`src/rtl/gray_step_monitor_if.sv`:
```
// rtl/gray_step_monitor_if.sv - sample/result bundle between a gray source and the step monitor
//
// Signals:
//   i_gray     gray code from the upstream counter (may be asynchronous)
//   i_clr      synchronous clear of o_pos / o_err_cnt
//   o_valid    tracking has started
//   o_bin      binary value of the last accepted sample
//   o_step_up  1-cycle pulse, +1 step
//   o_step_dn  1-cycle pulse, -1 step
//   o_err      1-cycle pulse, illegal jump
//   o_pos      signed up/down position (two's complement, wraps)
//   o_err_cnt  saturating illegal-jump count
// Modports:
//   master  drives i_gray/i_clr and observes the results
//   slave   the monitor itself
interface gray_step_monitor_if #(
  parameter int GRAY_W = 4,
  parameter int POS_W  = 16,
  parameter int ERR_W  = 8
);
  logic [GRAY_W-1:0] i_gray;
  logic              i_clr;
  logic              o_valid;
  logic [GRAY_W-1:0] o_bin;
  logic              o_step_up;
  logic              o_step_dn;
  logic              o_err;
  logic [POS_W-1:0]  o_pos;
  logic [ERR_W-1:0]  o_err_cnt;

  modport master (
    output i_gray, i_clr,
    input  o_valid, o_bin, o_step_up, o_step_dn, o_err, o_pos, o_err_cnt
  );

  modport slave (
    input  i_gray, i_clr,
    output o_valid, o_bin, o_step_up, o_step_dn, o_err, o_pos, o_err_cnt
  );
endinterface

```
`src/rtl/gray_step_monitor.sv`:
```
// rtl/gray_step_monitor.sv - gray counter step classifier with position and error tracking
//
// Ports:
//   i_clk   system clock
//   i_rst   synchronous active-high reset, highest priority
//   bus     gray_step_monitor_if.slave (i_gray/i_clr in, results out)
// Parameters:
//   GRAY_W       width of gray input / binary output
//   POS_W        width of the signed position accumulator
//   ERR_W        width of the saturating illegal-jump counter
//   SYNC_STAGES  synchroniser depth on i_gray (2..4)
module gray_step_monitor #(
  parameter int GRAY_W      = 4,
  parameter int POS_W       = 16,
  parameter int ERR_W       = 8,
  parameter int SYNC_STAGES = 2
) (
  input  logic                 i_clk,
  input  logic                 i_rst,
  gray_step_monitor_if.slave   bus
);

  localparam int FILL_W = $clog2(SYNC_STAGES + 1);

  typedef enum logic {
    S_INIT,
    S_TRACK
  } state_t;

  state_t            state_q;
  logic [FILL_W-1:0] fill_q;
  logic [GRAY_W-1:0] sync_q [SYNC_STAGES];
  logic [GRAY_W-1:0] prev_q;
  logic [GRAY_W-1:0] cur_bin;
  logic [GRAY_W-1:0] diff;

  // Gray to binary: each binary bit is the XOR of all gray bits at or above it.
  function automatic logic [GRAY_W-1:0] gray2bin(input logic [GRAY_W-1:0] g);
    logic [GRAY_W-1:0] b;
    b[GRAY_W-1] = g[GRAY_W-1];
    for (int i = GRAY_W - 2; i >= 0; i--) begin
      b[i] = b[i+1] ^ g[i];
    end
    return b;
  endfunction

  // Only the last synchroniser stage is trusted as a settled sample.
  assign cur_bin = gray2bin(sync_q[SYNC_STAGES-1]);

  // Modular difference makes 15->0 a +1 and 0->15 a -1.
  assign diff = cur_bin - prev_q;

  always_ff @(posedge i_clk) begin
    if (i_rst) begin
      for (int s = 0; s < SYNC_STAGES; s++) begin
        sync_q[s] <= '0;
      end
      state_q       <= S_INIT;
      fill_q        <= '0;
      prev_q        <= '0;
      bus.o_valid   <= 1'b0;
      bus.o_bin     <= '0;
      bus.o_step_up <= 1'b0;
      bus.o_step_dn <= 1'b0;
      bus.o_err     <= 1'b0;
      bus.o_pos     <= '0;
      bus.o_err_cnt <= '0;
    end else begin
      sync_q[0] <= bus.i_gray;
      for (int s = 1; s < SYNC_STAGES; s++) begin
        sync_q[s] <= sync_q[s-1];
      end

      bus.o_step_up <= 1'b0;
      bus.o_step_dn <= 1'b0;
      bus.o_err     <= 1'b0;

      case (state_q)
        S_INIT: begin
          // Wait until the chain holds a real sample before adopting it as
          // the reference, so the first comparison never fires a pulse.
          if (fill_q == FILL_W'(SYNC_STAGES)) begin
            prev_q      <= cur_bin;
            bus.o_bin   <= cur_bin;
            bus.o_valid <= 1'b1;
            state_q     <= S_TRACK;
          end else begin
            fill_q <= fill_q + FILL_W'(1);
          end
        end

        S_TRACK: begin
          if (diff == GRAY_W'(1)) begin
            bus.o_step_up <= 1'b1;
            bus.o_pos     <= bus.o_pos + POS_W'(1);
            prev_q        <= cur_bin;
            bus.o_bin     <= cur_bin;
          end else if (diff == {GRAY_W{1'b1}}) begin
            bus.o_step_dn <= 1'b1;
            bus.o_pos     <= bus.o_pos - POS_W'(1);
            prev_q        <= cur_bin;
            bus.o_bin     <= cur_bin;
          end else if (diff != '0) begin
            // Illegal jump: count it and resynchronise to the new value so a
            // single glitch does not cascade into repeated errors.
            bus.o_err <= 1'b1;
            if (bus.o_err_cnt != {ERR_W{1'b1}}) begin
              bus.o_err_cnt <= bus.o_err_cnt + ERR_W'(1);
            end
            prev_q    <= cur_bin;
            bus.o_bin <= cur_bin;
          end
        end

        default: state_q <= S_INIT;
      endcase

      // Placed last so a clear overrides any same-cycle accumulator update;
      // the pulse itself is still emitted.
      if (bus.i_clr) begin
        bus.o_pos     <= '0;
        bus.o_err_cnt <= '0;
      end
    end
  end

endmodule

```
`src/flat_wrapper.sv`:
```
// flat-port wrapper written by rule: the top's interface ports become plain ports
module gray_step_monitor_flat 
#(
  parameter int GRAY_W      = 4,
  parameter int POS_W       = 16,
  parameter int ERR_W       = 8,
  parameter int SYNC_STAGES = 2
)
  (i_clk, i_rst, bus_i_gray, bus_i_clr, bus_o_valid, bus_o_bin, bus_o_step_up, bus_o_step_dn, bus_o_err, bus_o_pos, bus_o_err_cnt);
  gray_step_monitor_if #(.GRAY_W(GRAY_W), .POS_W(POS_W), .ERR_W(ERR_W)) bus_i ();
  input  logic i_clk;
  input  logic i_rst;
  input wire logic [$bits(bus_i.i_gray)-1:0] bus_i_gray;
  input wire logic [$bits(bus_i.i_clr)-1:0] bus_i_clr;
  output wire logic [$bits(bus_i.o_valid)-1:0] bus_o_valid;
  output wire logic [$bits(bus_i.o_bin)-1:0] bus_o_bin;
  output wire logic [$bits(bus_i.o_step_up)-1:0] bus_o_step_up;
  output wire logic [$bits(bus_i.o_step_dn)-1:0] bus_o_step_dn;
  output wire logic [$bits(bus_i.o_err)-1:0] bus_o_err;
  output wire logic [$bits(bus_i.o_pos)-1:0] bus_o_pos;
  output wire logic [$bits(bus_i.o_err_cnt)-1:0] bus_o_err_cnt;
  assign bus_i.i_gray = bus_i_gray;
  assign bus_i.i_clr = bus_i_clr;
  assign bus_o_valid = bus_i.o_valid;
  assign bus_o_bin = bus_i.o_bin;
  assign bus_o_step_up = bus_i.o_step_up;
  assign bus_o_step_dn = bus_i.o_step_dn;
  assign bus_o_err = bus_i.o_err;
  assign bus_o_pos = bus_i.o_pos;
  assign bus_o_err_cnt = bus_i.o_err_cnt;
  gray_step_monitor #(.GRAY_W(GRAY_W), .POS_W(POS_W), .ERR_W(ERR_W), .SYNC_STAGES(SYNC_STAGES)) u_core (.i_clk(i_clk), .i_rst(i_rst), .bus(bus_i));
endmodule
```
`config.mk`:
```
export PLATFORM = sky130hd
export DESIGN_NAME = gray_step_monitor_flat
export DESIGN_NICKNAME = d
export VERILOG_FILES = /design/src/rtl/gray_step_monitor_if.sv /design/src/rtl/gray_step_monitor.sv /design/src/flat_wrapper.sv
export SDC_FILE = /design/constraint.sdc
export NUM_CORES = 1
export LEC_CHECK = 0
export CAP_MARGIN = 20
export CELL_PAD_IN_SITES_DETAIL_PLACEMENT = 0
export CELL_PAD_IN_SITES_GLOBAL_PLACEMENT = 1
export CORE_ASPECT_RATIO = 0.7
export CORE_MARGIN = 2
export CORE_UTILIZATION = 44
export CTS_CLUSTER_DIAMETER = 50
export DETAILED_ROUTE_END_ITERATION = 12
export PLACE_DENSITY_LB_ADDON = 0.1
export SLEW_MARGIN = 20
export SYNTH_ARGS = -nofsm -noshare
export SYNTH_HDL_FRONTEND = slang
export SYNTH_SLANG_ARGS = --single-unit
```
`constraint.sdc`:
```
create_clock -name i_clk -period 7.2 [get_ports i_clk]
set_input_delay 1.08 -clock i_clk [delete_from_list [all_inputs] [get_ports i_clk]]
set_output_delay 1.08 -clock i_clk [all_outputs]
set_load 0.05 [all_outputs]
```
# Yosys cells after proc, flatten, opt, wreduce, memory -nomap -nowiden
# Memories as Yosys holds them, arrays and structs flattened.
# Cells that the tools add are included.
[op_classes]
bitwise = 9
mux = 17
n_eq_ne = 6
n_addsub = 5
n_reduce_logical = 11
[ops]
columns = ["cell", "n"]
rows = [
  ["$mux W16", 2],
  ["$mux W4", 6],
  ["$add A16 B1 Y16 const B", 1],
  ["$sub A16 B1 Y16 const B", 1],
  ["$add A8 B1 Y8 const B", 1],
  ["$mux W1", 8],
  ["$ne A8 B8 Y1 const B", 1],
  ["$pmux W4 S2", 1],
  ["$reduce_and A2 Y1", 4],
  ["$reduce_and A5 Y1", 1],
  ["$eq A4 B1 Y1 const B", 1],
  ["$eq A4 B4 Y1 const B", 1],
  ["$ne A4 B4 Y1 const B", 1],
  ["$not A1 Y1", 4],
  ["$reduce_bool A4 Y1", 1],
  ["$reduce_or A2 Y1", 2],
  ["$reduce_or A4 Y1", 1],
  ["$sub A4 B4 Y4", 1],
  ["$reduce_or A3 Y1", 1],
  ["$xor A1 B1 Y1", 3],
  ["$add A2 B1 Y2 const B", 1],
  ["$eq A2 B2 Y1 const B", 1],
  ["$ne A2 B1 Y1 const B", 1],
  ["$or A1 B1 Y1", 2],
  ["$reduce_bool A2 Y1", 1],
]
[totals]
out_inout_bits = 32
wordCells = 58
ram_bits = 8
memories = 1
inputBits = 7
regBits = 35
[memory_table]
columns = ["memory", "depth", "word_bits", "rd", "rd_clocked_by_memory_dff", "wr", "line_no", "source"]
rows = [
  ["u_core.sync_q", 2, 4, 2, 0, 2, "gray_step_monitor.sv:32", "logic [GRAY_W-1:0] sync_q [SYNC_STAGES];"],
]

# Longest topological paths before layout
# Gate-level depths: netlist (run 1).
[logic_depth]
word_depth = 9
depth_mapped = 18
mapped_depth_nobuf = 18

# Worst setup path before layout (run 1)
# Ideal clock, no wire load.
[synth_timing]
path_type = "register to register"
from = "mem u_core.sync_q[1][3], in the netlist u_core.sync_q[0][7]"
to = "reg u_core.bus.o_pos[15]"
t_required_ns = 7.128
setup_time_ns = 0.072
path_slack_ns = 2.580
stages_incl_launch_ff = 19
arrival_ns = 4.548
n_path_buf = 1
synth_period_minus_slack_ns = 4.620
path_cell_list = "dfxtp_1 -> xor2_1 -> xnor2_1 -> inv_1 -> xnor2_1 -> ha_1 -> fa_1 -> xor2_1 -> nand2_1 -> a21oi_1 -> nand2b_1 -> ha_1 -> clkbuf_1 -> a21oi_1 -> o21bai_1 -> a211oi_1 -> or4_1 -> a21oi_1 -> mux2i_1"
[synth_rtl]
columns = ["item", "line_no", "source"]
rows = [
  ["start, declared", "gray_step_monitor.sv:32", ""],
  ["end signal, assigned", "gray_step_monitor.sv:95", "bus.o_pos <= bus.o_pos + POS_W'(1);"],
  ["end signal, assigned", "gray_step_monitor.sv:100", "bus.o_pos <= bus.o_pos - POS_W'(1);"],
  ["end, declared", "gray_step_monitor_if.sv:38", "output o_valid, o_bin, o_step_up, o_step_dn, o_err, o_pos, o_err_cnt"],
]

==> results.md, run 1 <==
* Outcome: finished clean
* Area grow syn2layout at 21.2%
* Clk sink count at 43
* Yosys reg bits at 43
* Hold Crit Class: register to register
* Ys Warns at 0
* Initial antenna violation count at 0
* Final Hold Vio Count at 0
* Fin crit share at 72.5%
* CTS tree: yes
* Setup slack, reg-to-reg at between 1.5 and 2 ns
* FF/Latch Area at 861 sq um
* Clk pin slew, worst setup/hold paths at 0.08 ns
* Crit. Startpoint: u_core.sync_q[0][7]$_SDFF_PP0_
* VDD IR max at 0.000114 V
* Worst flop-to-flop path startpoint: u_core.sync_q[0][7]$_SDFF_PP0_
* Routed WL at 5460 um
* CTS Root Cell: clkbuf_8
* Worst endpoint data arrival time at 5.45 ns
* Logic pwr share at 48.8%
* Cts bufs inserted at 5
* Detail Route Antenna Nets at 0
* CP Max Fanout at 18
* Placed instance count at 391
* Seq pwr share at between 30 and 40%
* Nets at 354
* Fillers at between 500 and 600
* Min Tclk post-route at about 5.2 ns
* Sw Pwr at 0.347 mW
* Int Power at 0.486 mW
* Setup-failing EPs final at 0
* Via count of the routed design at 2056
* Final GP Congestion at 0.813
* Die ar. at 0.00639 sq mm
* Crit path capture: u_core.bus.o_pos[15]$_SDFFE_PP0P_
* Fmax at between 150 and 200 MHz
* Max cap viols at 0
* Crit. End Element: register
* Buffers on Ports at 38
* Area of the multi-input gates at about 0.0016 sq mm
* Hold Buf Count CTS at 0
* Die height at 67.5 um
* Fraction of layout cells with a size suffix above 1 at 5.54%
* Top cells by count, synth: 43 x dfxtp_1, 36 x nor2_1, 21 x ha_1, 19 x a21oi_1, 16 x nand2_1
* Vias/cell at 5.14
* Slew Viols, Final at 0
* Cell count after synthesis at about 290
* Clk pwr share at 18.6%
* Area share of the leading cell type in the synthesized netlist at 34.0%
* DRC at 0
* Ys flop type: dfxtp_1
* RSZ-0062 raised after global routing: false
* Post-Syn Nets at 316
* Data required, critical path at between 7 and 8 ns
* Power density over the cells at 271 mW/mm^2
* Number of global-route vias before repair at 1879
* Sum Neg Setup Slack at 0 ns
* DP HPWL at 4030 um
* Leak at approximately 1.3 nW
* Gr ovfl total at 0
* Clk_lat worst skew at 0.30 ns
* EDFF count, synth at 0
* Clock buffer depth at 2
* Initial Utilization at 44.9%
* Worst R2R Path Depth at 17
* Cell variety after synth at 47
* Worst Max-Slew Pin Slew at 0.746 ns
* Syn Area/Cell at 8.85 sq um
* Clock skew at 0.00590 ns
* # diodes at 0
* DR WL/cell at 13.7 um
* Site row count at 23
* Slew margin rel. at 50.1%
* First-pass GRT wire length at 8960 um
* Worst Setup Start Kind: register
* Most numerous cell in the Yosys netlist: dfxtp_1
* Cell Area, Synth at roughly 0.0025 sq mm
* Finished Layout Cells at 400
* Post-cts sizing count at 0
* Io pins at 39
* Switching Share at 41.7%
* Synth area leaders: dfxtp_1 34%, ha_1 10%, mux2i_1 5.9%
* Post-synth ARST share at 0%
* Core Area at between 0.005 and 0.006 sq mm
* R2r endpoint: u_core.bus.o_pos[15]$_SDFFE_PP0P_
* Total track usage at 18.5%
* Sequential-to-total area share from yosys stat at 34.0%
* Top cell type by total area after synthesis: dfxtp_1
* Die Span X at 94.7 um
* Postcts setup bufs at 0
* Pre-antenna DRT Iters at 4
* CP Class: register to register
* 1st-iter DRT viols at 60
* Clock H-tree levels at 2
* Largest net degree at the start of global routing at 23
## critical path: stages (launching register included)
cell and delay [ns]:
dfxtp_1 0.38, xor2_1 0.30, xnor2_1 0.22, inv_1 0.14
xnor2_1 0.16, ha_1 0.21, fa_1 0.38, xor2_1 0.25
nand2_1 0.11, a21oi_1 0.48, nand2b_1 0.57, ha_1 0.56
o211ai_1 0.12, o211ai_1 0.29, a211oi_1 0.13, or4_1 0.48
a21oi_1 0.17, mux2i_1 0.19
## routing by layer
layer  track usage, %  wire [um]  share of wire (%)
met1             28.0       3100                 57
met2             25.4       2070                 38
met3             3.91        226                4.1
met4             6.52         62                1.1
met5                0          0                  0
## registers in the layout, summed over array words and instances, names as in the netlist
register	cells
u_core.bus.o_err_cnt	8
u_core.bus.o_step_up	1
u_core.bus.o_valid	1
u_core.sync_q	8
u_core.bus.o_pos	16
u_core.bus.o_step_dn	1
u_core.state_q	1
u_core.bus.o_err	1
u_core.fill_q	2
u_core.bus.o_bin	4
## worst min-delay path by stage
stage | startpoint | to | slack, ns | cells past startpoint
floorplan | u_core.sync_q[0][0]$_SDFF_PP0_ | u_core.sync_q[0][4]$_SDFF_PP0_ | 0.41 | 1
global placement | u_core.sync_q[0][1]$_SDFF_PP0_ | u_core.sync_q[0][5]$_SDFF_PP0_ | 0.42 | 1
detailed placement | u_core.sync_q[0][0]$_SDFF_PP0_ | u_core.sync_q[0][4]$_SDFF_PP0_ | 0.42 | 1
CTS | u_core.sync_q[0][0]$_SDFF_PP0_ | u_core.sync_q[0][4]$_SDFF_PP0_ | 0.45 | 1
global route | u_core.sync_q[0][2]$_SDFF_PP0_ | u_core.sync_q[0][6]$_SDFF_PP0_ | 0.48 | 1
finish | u_core.sync_q[0][0]$_SDFF_PP0_ | u_core.sync_q[0][4]$_SDFF_PP0_ | 0.44 | 1
## kinds of logic after synthesis
logic type               count (synthesis)  share of synthesized area, %
AND/OR/NAND/NOR                         96                          19.4
AO/OA/AOI/OAI                           70                          18.8
flip-flops                              43                          34.0
adder cells (fa/ha/maj)                 23                          12.0
buffers and inverters                   20                          3.26
XOR/XNOR                                18                          6.23
multiplexers                            16                          6.37
## cell usage in the layout, fill, tap and decap left out, types with 6 or more instances in the layout
master,Yosys,layout
dfxtp_1,43,43
clkdlybuf4s50_1,0,38
nor2_1,36,36
ha_1,21,21
a21oi_1,19,19
nand2_1,16,16
xnor2_1,15,15
mux2i_1,15,15
inv_1,12,12
a21o_1,12,12
o21ai_0,10,10
nor2b_1,8,8
nand3_1,8,8
nand2b_1,6,6
## layout make-up
| class | count | area share [%] |
|---|---|---|
| clock buffers | 6 | 2.36 |
| well taps | 75 | 3.06 |
| repair buffers | 39 | 12.9 |
| flip-flops and latches | 43 | 28.0 |
| multi-input cells | 223 | 51.8 |
| inverters | 12 | 1.47 |
| clock inverters | 2 | 0.408 |
## through the flow
step / cell area, sq um / utilization (%) / hold WS [ns] / power (mW) / setup WS (ns)
floorplan: 2530 / - / 0.414 / 0.597 / 2.58
global placement: 2970 / 52.6 / 0.420 / 0.681 / 2.19
detailed placement: 2970 / 52.6 / 0.424 / 0.681 / 2.01
CTS: 3050 / 54.1 / 0.448 / 0.838 / 1.96
global route: 3070 / 54.4 / 0.476 / 0.897 / 1.50
finish: 3070 / 54.4 / 0.443 / 0.832 / 1.98
## power groups by stage
stage,Combinational [mW],Sequential [mW],Clock (mW)
finish,0.407,0.271,0.155
global route,0.454,0.274,0.170
CTS,0.407,0.271,0.160
detailed placement,0.404,0.277,0
global placement,0.405,0.276,0
floorplan,0.284,0.312,0
(Power assumes the default switching activity.)
==> inputs of run 2 (changes only) <==
Settings changed: CORE_UTILIZATION 44 to 41.
Clock period 7.2 ns to 5.1 ns, I/O delays scaled along.
==> run 2 against run 1 <==
  * Sequential cell count did not move
  * Setup slack got worse by 1.4 ns
  * Combinational power rose by 44%
  * Final cell count rose by 0.25%
  * Largest cell class unchanged
  * Global-route usage fell by 2.5 points
  * Clock skew rose by 0.0036 ns
  * Via count fell by 0.39%
  * Sequential share of layout area barely moved
  * Wire length fell by 1.6%
  * Clock power rose by 38%
  * Utilization fell by 1.9 points
  * First-iteration DRC count rose by 35%
==> results.md, run 2 (synthesis gave the netlist of run 1 again) <==
* Crit-path cells: xor2_1, xnor2_1, inv_1, xnor2_1, ha_1, fa_1, xor2_1, nand2_1, a21oi_1, buf_4, nand2b_1, buf_4, ha_1, o211ai_1, o211ai_1, a211oi_1, or4_1, a21oi_1, mux2i_1
* Commonest non-fill, non-tap cell in the layout: dfxtp_1
* Sum Neg Setup Slack at 0 ns
* Clk pin slew, worst setup/hold paths at around 0.08 ns
* Finished Core Util at 52.5%
* Leak at 1.26 nW
* Io pins at 39
* Routed WL at 5370 um
* GRT met3 Usage at under 10%
* Setup-failing EPs final at 0
* Overall power at 1.18 mW
* Postcts setup bufs at 0
* Crit. End Element: register
* Final GP Congestion at 0.816
* Commonest cells after routing, fill and taps aside: 43 x dfxtp_1, 38 x clkdlybuf4s50_1, 36 x nor2_1, 21 x ha_1, 19 x a21oi_1
* Via count of the routed design at 2048
* Fin crit share at roughly 89%
* Post-cts sizing count at 0
* Fmax at 219 MHz
* GR Util met1 at 26.0%
* Core Area at between 0.005 and 0.006 sq mm
* Register name with the most flops: u_core.bus.o_pos
* Pre-antenna DRT Iters at 4
* Cts bufs inserted at 5
* Grt peak-use layer: met1
* Data required, critical path at around 5.3 ns
* Clock buffer depth at 2
* Clock H-tree levels at 2
* RSZ-0062 raised after global routing: false
* Top Registers: u_core.bus.o_pos x16, u_core.bus.o_err_cnt x8, u_core.sync_q x8
* Hold Crit Class: register to register
* Number of flip-flops in the largest register at 16
* Area grow syn2layout at 21.0%
* CP Class: register to register
* Worst endpoint data arrival time at 4.79 ns
* Nets at ~360
* Gr ovfl total at 0
* Crit. Startpoint: u_core.sync_q[0][7]$_SDFF_PP0_
* # diodes at 0
* CTS Root Cell: clkbuf_8
* Total track usage at 16.0%
* First-pass GRT wire length at around 9000 um
* Setup slack, reg-to-reg at 0.54 ns
* Vias/cell at 5.11
* R2r endpoint: u_core.bus.o_pos[15]$_SDFFE_PP0P_
* Hold Buf Count CTS at 0
* Final Hold Vio Count at 0
* Clock skew at 0.00948 ns
* Power density over the cells at just under 400 mW/mm^2
* Initial antenna violation count at 0
* Dpl ws at 0.613 ns
* Die ar. at 0.00683 sq mm
* Fraction of layout cells with a size suffix above 1 at about 5.5%
* Clk_lat worst skew at ~0.30 ns
* Buffers on Ports at 38
* Global routing usage on met2 at 20.5%
* Clk sink count at 43
* Initial Utilization at 43.3%
* Crit-path leading delay family: adder cells
* WP buf/inv at 3
* Crit-path max cell delay at 0.49 ns
* Min Tclk post-route at 4.56 ns
* VDD IR max at around 0.00017 V
* Fillers at around 550
* Detail Route Antenna Nets at 0
* Slew Viols, Final at 0
* Max cap viols at 0
* CP Max Fanout at 18
* Crit path capture: u_core.bus.o_pos[15]$_SDFFE_PP0P_
* Setup WS post-layout at 0.541 ns
* Worst Max-Slew Pin Slew at between 1 and 1.5 ns
* 1st-iter DRT viols at just over 80
* Number of global-route vias before repair at roughly 1800
* Worst flop-to-flop path startpoint: u_core.sync_q[0][7]$_SDFF_PP0_
* Outcome: finished clean
* CTS tree: yes
* Stages on the worst setup path at 19
* DRC at 0
* Worst Setup Start Kind: register
* Critical Path Slowest Stage Cell: or4_1
* Worst R2R Path Depth at 19
* Largest net degree at the start of global routing at 23
* DR WL/cell at about 13 um
* Site row count at 23
* DP HPWL at 3980 um
* Die Span X at 97.9 um
* Die height at 69.8 um
* Hold WS at 0.440 ns
* Slew margin rel. at about a third
==> run 2: layer usage <==
layer,part of all wire [%],up-vias
met4,1.0,0
met1,58,929
met2,38,30
met5,0,-
li1,-,1084
met3,3.5,5
==> run 2: final cells by class <==
type                            instances  area (sq um)  area share (%)
Clock buffer                            7          76.3            2.49
Clock inverter                          1          5.00           0.163
Inverter                               12          45.0            1.47
Multi-Input combinational cell        223          1590            51.8
Sequential cell                        43           861            28.1
Tap cell                               75          93.8            3.06
Timing Repair Buffer                   40           395            12.9
==> run 2: power by group <==
group,internal [mW],leakage [nW],switching [mW]
sequential,0.363,0.349,0.0191
clock,0.0964,0.0422,0.118
combinational,0.235,0.869,0.353
total,0.695,1.26,0.490
==> run 2: per-stage QoR <==
| step | std cells | cell area (sq um) |
|---|---|---|
| floorplan | 286 | 2530 |
| detailed placement | 393 | 2980 |
| global placement | 393 | 2980 |
| CTS | 401 | 3070 |
| global route | 401 | 3070 |
| finish | 401 | 3070 |
==> run 2: worst min path at each step <==
stage | cells after the start | start | to | slack [ns]
final | 1 | u_core.sync_q[0][1]$_SDFF_PP0_ | u_core.sync_q[0][5]$_SDFF_PP0_ | 0.44
after global routing | 1 | u_core.sync_q[0][2]$_SDFF_PP0_ | u_core.sync_q[0][6]$_SDFF_PP0_ | 0.47
after CTS | 1 | u_core.sync_q[0][2]$_SDFF_PP0_ | u_core.sync_q[0][6]$_SDFF_PP0_ | 0.44
after floorplan | 1 | u_core.sync_q[0][0]$_SDFF_PP0_ | u_core.sync_q[0][4]$_SDFF_PP0_ | 0.41
after detailed placement | 1 | u_core.sync_q[0][2]$_SDFF_PP0_ | u_core.sync_q[0][6]$_SDFF_PP0_ | 0.42
after global placement | 1 | u_core.sync_q[0][1]$_SDFF_PP0_ | u_core.sync_q[0][5]$_SDFF_PP0_ | 0.42
==> inputs of run 3 (changes only) <==
Settings changed: CORE_ASPECT_RATIO 0.7 to 0.5, SKIP_LAST_GASP set to 1.
==> run 3 against run 2 <==
  * Clock power grew 57%
  * Setup slack better by 0.014 ns
  * Sequential cell count stayed put
  * Fmax up 0.32%
  * Hold slack got worse by 0.0021 ns
  * Final area up 2.5%
  * Via count is 1.5% higher
  * Total power is 10% higher
  * Sequential power hardly changed
  * Critical path type unchanged
==> results.md, run 3 (synthesis gave the netlist of run 1 again) <==
* Outcome: finished clean
* Core Area at 0.00601 sq mm
* VDD IR max at between 0.00015 and 0.0002 V
* Buffers on Ports at 38
* Clk pin slew, worst setup/hold paths at around 0.060 ns
* Min Tclk post-route at 4.54 ns
* Finished Core Util at 52.3%
* Final GP Congestion at 0.793
* Hold Buf Count CTS at 0
* Die Span X at approximately 120 um
* Commonest non-fill, non-tap cell in the layout: dfxtp_1
* Fraction of layout cells with a size suffix above 1 at under 10%
* Data required, critical path at around 5.3 ns
* Dpl ws at between 0.5 and 0.6 ns
* Leak at approximately 1.3 nW
* Area grow syn2layout at 24.1%
* Area of the multi-input gates at 0.00159 sq mm
* Io pins at 39
* Number of flip-flops in the largest register at 16
* CP Class: register to register
* Detail Route Antenna Nets at 0
* Die height at 59.6 um
* Cts bufs inserted at 5
* Commonest cells after routing, fill and taps aside: 43 x dfxtp_1, 38 x clkdlybuf4s50_1, 36 x nor2_1, 21 x ha_1, 19 x a21oi_1
* CP Max Fanout at 18
* DR WL/cell at roughly 13 um
* Largest net degree at the start of global routing at 23
* DP HPWL at between 3000 and 4000 um
* FF/Latch Area at 861 sq um
* Clk sink count at 43
* Initial Utilization at 42.2%
* Vias/cell at 5.16
* Sum Neg Setup Slack at 0 ns
* Placed instance count at 395
* DRC at 0
* Pre-antenna DRT Iters at 4
* Setup WS post-layout at 0.556 ns
* First-pass GRT wire length at about 8700 um
* Clock skew at ~0.0047 ns
* Final Hold Vio Count at 0
* Fmax at ~220 MHz
* Number of global-route vias before repair at roughly 1900
* Via count of the routed design at 2079
* Slew margin rel. at 31.9%
* Register name with the most flops: u_core.bus.o_pos
* Setup-failing EPs final at 0
* Worst Setup Start Kind: register
* Post-cts sizing count at 0
* Crit. End Element: register
* Worst endpoint data arrival time at 4.76 ns
* # diodes at 0
* Top Registers: u_core.bus.o_pos x16, u_core.bus.o_err_cnt x8, u_core.sync_q x8
* Grt peak-use layer: met2
* Postcts setup bufs at 0
* 1st-iter DRT viols at 57
* Die ar. at 0.00686 sq mm
* CTS Root Cell: clkbuf_16
* Global routing usage on met2 at 25.0%
* Worst Max-Slew Pin Slew at 1.02 ns
* Total track usage at 16.5%
* GRT met3 Usage at 4.81%
* Clk_lat worst skew at ~0.28 ns
* RSZ-0062 raised after global routing: false
* Slew Viols, Final at 0
* Clock H-tree levels at 2
* Power density over the cells at 415 mW/mm^2
* Finished Layout Cells at roughly 400
* Hold Crit Class: register to register
* CTS tree: yes
* Nets at roughly 360
* Fillers at 593
* Gr ovfl total at 0
* Initial antenna violation count at 0
* GR Util met1 at a little under a quarter
* Routed WL at approximately 5300 um
* Clock buffer depth at 2
* Max cap viols at 0
* Fin crit share at 89.1%
* Site row count at 20
-- run 3: layout make-up --
class	count	share of cell area [%]
clock buffers	6	4.42
multi-input cells	223	50.6
inverters	12	1.43
flip-flops and latches	43	27.4
clock inverters	2	0.518
well taps	77	3.07
repair buffers	40	12.6
-- run 3: worst max-delay path, stage by stage (launching register included) --
cell      delay [ns]
dfxtp_1         0.37
xor2_1          0.27
xnor2_1         0.22
inv_1           0.14
xnor2_1         0.16
ha_1            0.22
fa_1            0.40
xor2_1          0.25
nand2_1         0.10
a21oi_1         0.17
nand2b_1        0.07
buf_4           0.21
ha_1            0.39
a21oi_1         0.37
o21bai_1        0.18
a211oi_1        0.40
o21ai_0         0.16
a21oi_1         0.19
mux2i_1         0.19
-- run 3: final timing paths --
path                            slack [ns]                                end  cells after the start                      startpoint
worst max-delay path                  0.56  u_core.bus.o_pos[15]$_SDFFE_PP0P_                     18  u_core.sync_q[0][7]$_SDFF_PP0_
worst min-delay path                  0.44     u_core.sync_q[0][5]$_SDFF_PP0_                      1  u_core.sync_q[0][1]$_SDFF_PP0_
worst max register to register        0.56  u_core.bus.o_pos[15]$_SDFFE_PP0P_                     18  u_core.sync_q[0][7]$_SDFF_PP0_
worst min register to register        0.44     u_core.sync_q[0][5]$_SDFF_PP0_                      1  u_core.sync_q[0][1]$_SDFF_PP0_
-- run 3: report_power, final --
part / switching (mW) / internal, mW
clock network: 0.140 / 0.196
registers: 0.0191 / 0.364
logic: 0.350 / 0.235
-- run 3: per-layer routing --
metal,wire [um],up-vias
met2,2180,31
met3,215,2
li1,-,1092
met1,2850,954
met5,0,-
met4,15,0
-- run 3: stage by stage --
stage	power (mW)	area [sq um]	hold slack, ns
4_1_cts	1.32	3140	0.442
3_5_place_dp	0.974	2990	0.427
6_report	1.30	3140	0.438
2_1_floorplan	0.843	2530	0.414
3_3_place_gp	0.970	2990	0.420
5_1_grt	1.40	3140	0.455
